$ cat src/rtl/chunked_addsub.sv
// Multi-cycle adder/subtractor that handles one CHUNK-bit slice of the operands per clock.
// The operands shift right as chunks are consumed, and the result shifts in from the top.
module chunked_addsub #(
    parameter int WIDTH = 16,
    parameter int CHUNK = 4
) (
    input  logic             clk,
    input  logic             rst,
    input  logic             start,
    input  logic             sub,
    input  logic [WIDTH-1:0] a,
    input  logic [WIDTH-1:0] b,
    input  logic             cin,
    output logic             busy,
    output logic             done,
    output logic [WIDTH-1:0] s,
    output logic             cout,
    output logic             ovf
);

    localparam int N  = WIDTH / CHUNK;
    localparam int IW = (N > 1) ? $clog2(N) : 1;

    typedef enum logic [1:0] {IDLE, RUN, DONE} state_t;

    state_t           state_q, state_d;
    logic [IW-1:0]    idx_q, idx_d;
    logic             carry_q, carry_d;
    logic [WIDTH-1:0] opA_q, opA_d;
    logic [WIDTH-1:0] opB_q, opB_d;
    logic [WIDTH-1:0] s_q, s_d;
    logic             cout_q, cout_d;
    logic             ovf_q, ovf_d;
    logic [CHUNK:0]   chunkSum;
    logic             lastChunk;

    // The lowest CHUNK bits of the shifting operands are always the chunk being processed.
    assign chunkSum  = {1'b0, opA_q[CHUNK-1:0]} + {1'b0, opB_q[CHUNK-1:0]} + (CHUNK+1)'(carry_q);
    assign lastChunk = (idx_q == IW'(N - 1));

    always_comb begin
        state_d = state_q;
        idx_d   = idx_q;
        carry_d = carry_q;
        opA_d   = opA_q;
        opB_d   = opB_q;
        s_d     = s_q;
        cout_d  = cout_q;
        ovf_d   = ovf_q;
        case (state_q)
            IDLE: begin
                if (start) begin
                    opA_d   = a;
                    opB_d   = sub ? ~b : b;
                    carry_d = sub ? 1'b1 : cin;
                    idx_d   = '0;
                    state_d = RUN;
                end
            end
            RUN: begin
                s_d     = (s_q >> CHUNK) | (WIDTH'(chunkSum[CHUNK-1:0]) << (WIDTH - CHUNK));
                opA_d   = opA_q >> CHUNK;
                opB_d   = opB_q >> CHUNK;
                carry_d = chunkSum[CHUNK];
                idx_d   = idx_q + IW'(1);
                if (lastChunk) begin
                    // On the last chunk the slice MSBs are the operand MSBs, so ovf is formed here.
                    idx_d   = '0;
                    cout_d  = chunkSum[CHUNK];
                    ovf_d   = (opA_q[CHUNK-1] == opB_q[CHUNK-1]) &&
                              (chunkSum[CHUNK-1] != opA_q[CHUNK-1]);
                    state_d = DONE;
                end
            end
            DONE: begin
                state_d = IDLE;
            end
            default: begin
                state_d = IDLE;
            end
        endcase
    end

    always_ff @(posedge clk) begin
        if (rst) begin
            state_q <= IDLE;
            idx_q   <= '0;
            carry_q <= 1'b0;
            opA_q   <= '0;
            opB_q   <= '0;
            s_q     <= '0;
            cout_q  <= 1'b0;
            ovf_q   <= 1'b0;
        end else begin
            state_q <= state_d;
            idx_q   <= idx_d;
            carry_q <= carry_d;
            opA_q   <= opA_d;
            opB_q   <= opB_d;
            s_q     <= s_d;
            cout_q  <= cout_d;
            ovf_q   <= ovf_d;
        end
    end

    assign busy = (state_q == RUN);
    assign done = (state_q == DONE);
    assign s    = s_q;
    assign cout = cout_q;
    assign ovf  = ovf_q;

endmodule

$ cat config.mk
export PLATFORM = sky130hd
export DESIGN_NAME = chunked_addsub
export DESIGN_NICKNAME = d
export VERILOG_FILES = /design/src/rtl/chunked_addsub.sv
export SDC_FILE = /design/constraint.sdc
export NUM_CORES = 1
export LEC_CHECK = 0
export BUFFER_PORTS_ARGS = -buffer_cell sky130_fd_sc_hd__buf_2
export CAP_MARGIN = 30
export CORE_UTILIZATION = 50
export DETAILED_ROUTE_END_ITERATION = 10
export HOLD_SLACK_MARGIN = 0.05
export PLACE_DENSITY = 0.73
export REMOVE_ABC_BUFFERS = 1
export SYNTH_ARGS = -nofsm -noshare
export SYNTH_HDL_FRONTEND = slang
export SYNTH_SLANG_ARGS = --single-unit
$ cat constraint.sdc
create_clock -name clk -period 2.5 [get_ports clk]
set_input_delay 0.125 -clock clk [delete_from_list [all_inputs] [get_ports clk]]
set_output_delay 0.125 -clock clk [all_outputs]
set_load 0.01 [all_outputs]
==> flow_metrics.tcl <==
set metrics [dict create \
    cts.sink_count 55 \
    holdPathStages 3 \
    worst_pin_slew_ns 0.634 \
    ff2ff_path_depth 6 \
    dieArea_mm2 0.00537 \
    path_class "reg -> reg" \
    drive_gt1_share_pct 24.6 \
    drtAntennaViolNets 0 \
    clk_pin_slew_ns 0.09 \
    io_pins 57 \
    crit_arrival_ns 1.88 \
    htreeDepth 2 \
    finalSetupTns_ns 0 \
    path_buf_inv 1 \
    crit_path_cell_trace "fa_1 > inv_1 > fa_1 > nor2b_1 > o21ai_0 > a311oi_2" \
    grt_usage_pct 20.4 \
    vias 2113 \
    hold_viol_final 0 \
    ys_ff_latch 55 \
    syn_area_mm2 0.00254 \
    crit_top_cell "fa_1" \
    antenna_cells 0 \
    grt_pass1_vias 1871 \
    dr.pass1.iters 4 \
    numCtsBuffers 5 \
    hold_path.class "in -> reg" \
    cp-start-kind "register" \
    rr_startpoint "carry_q" \
    ys_seq_area_share_pct 43.4 \
    synth.distinct_cells 46 \
    synth_edf_count 0 \
    grt_max_degree 37 \
    grt_pass1_wl_um 8440 \
    wl_per_cell_um 12.8 \
    cts_root_buf "clkbuf_8" \
    post_cts_resized 0 \
    ir_worst_vdd_mv 0.398 \
    place_ws_ns 0.793 \
    post_cts_buffers 0 \
    hold_buffers 0 \
    numPortBuffers 56 \
    setup_viol 0 \
    path_max_fanout 2 \
    leakagePower_nw 1.22 \
    finalCritPeriodShare_pct 68.3 \
    clock_path_buffers 2 \
    synthFlopType "dfxtp_1" \
    fmax_mhz 585 \
    cts_tree "built" \
    async_reset_ff_share_pct 0 \
    areaGrowthSynthToFinish_pct 15.1 \
    start_util_pct 52.7 \
    required_ns 2.67 \
    drv_cap 0 \
    cpLargestDelayFamily "adder cells" \
    worst_skew_pair.late_latency_ns 0.31 \
    drt_wl_total_um 5090 \
    syn_area_per_cell_um2 9.03 \
    drv_slew 0 \
    fp.dieW_um 73.3 \
    yosys_warnings 0 \
    gp_congestion 0.758 \
    status "finished, final reports clean" \
    p_total_mw 1.86 \
    setup_ws_ns 0.791 \
    drt_iter0_drc 117 \
    antenna_found_initial 0 \
    post-route-min-period_ns 1.71 \
    crit_path_max_incr_delay_ns 0.44 \
    finalClockSkew_ns 0.00441 \
    final_nets 371 \
    rows 25 \
    hpwlAfterDp_um 3450 \
    cp_num_cells 6 \
    coreArea_mm2 0.00482 \
    critPathCaptureType "register" \
    route.detailed.drc 0 \
    routed_via_density 5.34 \
    syn_inst 281 \
    critPathLaunch "carry_q" \
    hp-start "a[13]" \
    grt.overflow.total 0 \
    slew_headroom_pct 57.7 \
    slowest_stage "fa_1" \
    die_h_um 73.3 \
    powerDensity_mw_per_mm2 636 \
    rsz0062_at_grt "no" \
]
## synthesized netlist by cell type (4+ instances only)
master,instances,share of area (%)
clkbuf_1,7,1.0
a311oi_1,10,3.4
buf_2,4,0.79
inv_1,5,0.74
nand2_1,57,8.4
dfxtp_1,55,43
a22oi_1,16,4.7
a21oi_1,20,3.9
buf_4,5,1.5
buf_6,5,2.2
nand3_1,4,0.79
xor2_1,15,5.2
o2bb2ai_1,12,4.1
ha_1,4,2.0
nor2_1,21,3.1
## logic make-up (layout without fill, tap and decap cells)
kind of cell / Yosys count / count (layout) / synth area share [%]
simple gates: 101 / 101 / 17.8
flops: 55 / 55 / 43.4
compound gates: 74 / 74 / 22.5
xor+xnor: 17 / 17 / 5.87
fa+ha+maj: 6 / 6 / 3.55
buf+inv: 28 / 76 / 6.85
## layout make-up
type,count,area (um2)
clock inverters,2,35.0
multi-input cells,198,1260
flip-flops and latches,55,1100
repair buffers,62,325
fillers,480,1900
well taps,67,83.8
inverters,6,30.0
clock buffers,6,82.6
## flip-flops by register name (all words and copies together) (netlist names)
signal,cells
carry_q,1
cout,1
idx_q,2
opA_q,16
opB_q,16
ovf,1
s,16
state_q,2
## metrics by stage
step                hold slack [ns]  area [um2]  utilization (%)  instances
finish                       0.0644        2920             60.6        396
global route                 0.0677        2920             60.6        396
CTS                          0.0569        2920             60.6        396
detailed placement            0.380        2800             58.2        388
global placement              0.376        2800             58.2        388
floorplan                     0.193        2390                -        259
## power breakdown
group          switching, mW  leakage (nW)  total [mW]  internal (mW)
Sequential            0.0346         0.451       0.966          0.931
Combinational          0.167         0.704       0.287          0.120
Clock                  0.282        0.0612       0.606          0.324
## worst min-delay path, cell delays in order
cell and delay [ns]:
buf_2 0.08, a22oi_1 0.06, nor2_1 0.07
## layout by cell type, fill, tap and decap left out, types with 2 or more instances in the layout
master,synthesis,layout
nor2_2,2,2
xnor2_1,2,2
clkbuf_8,0,6
o2bb2ai_1,12,12
buf_4,5,6
nand2_1,57,57
fa_1,2,2
a22oi_1,16,16
buf_2,4,56
nand2b_1,2,2
a311oi_1,10,10
a311oi_2,3,3
dfxtp_1,55,55
nand3_1,4,4
nor2_1,21,21
xor2_1,15,15
nor2b_1,3,3
nand3b_1,3,3
a21oi_1,20,20
inv_1,5,5
ha_1,4,4
## per-layer routing
layer  track usage, %  part of all wire (%)
met3             4.94                   4.3
met4             6.97                   1.5
met2             34.2                    47
met1             25.7                    47
met5                0                     0
## path summary, 6_finish.rpt
kind                                  end  slack [ns]
worst max-delay path                 cout        0.79
worst min-delay path            opA_q[13]        0.06
worst max register to register       cout        0.79
worst min register to register       s[0]        0.45
Note: power is estimated with default switching activity, not from simulation.
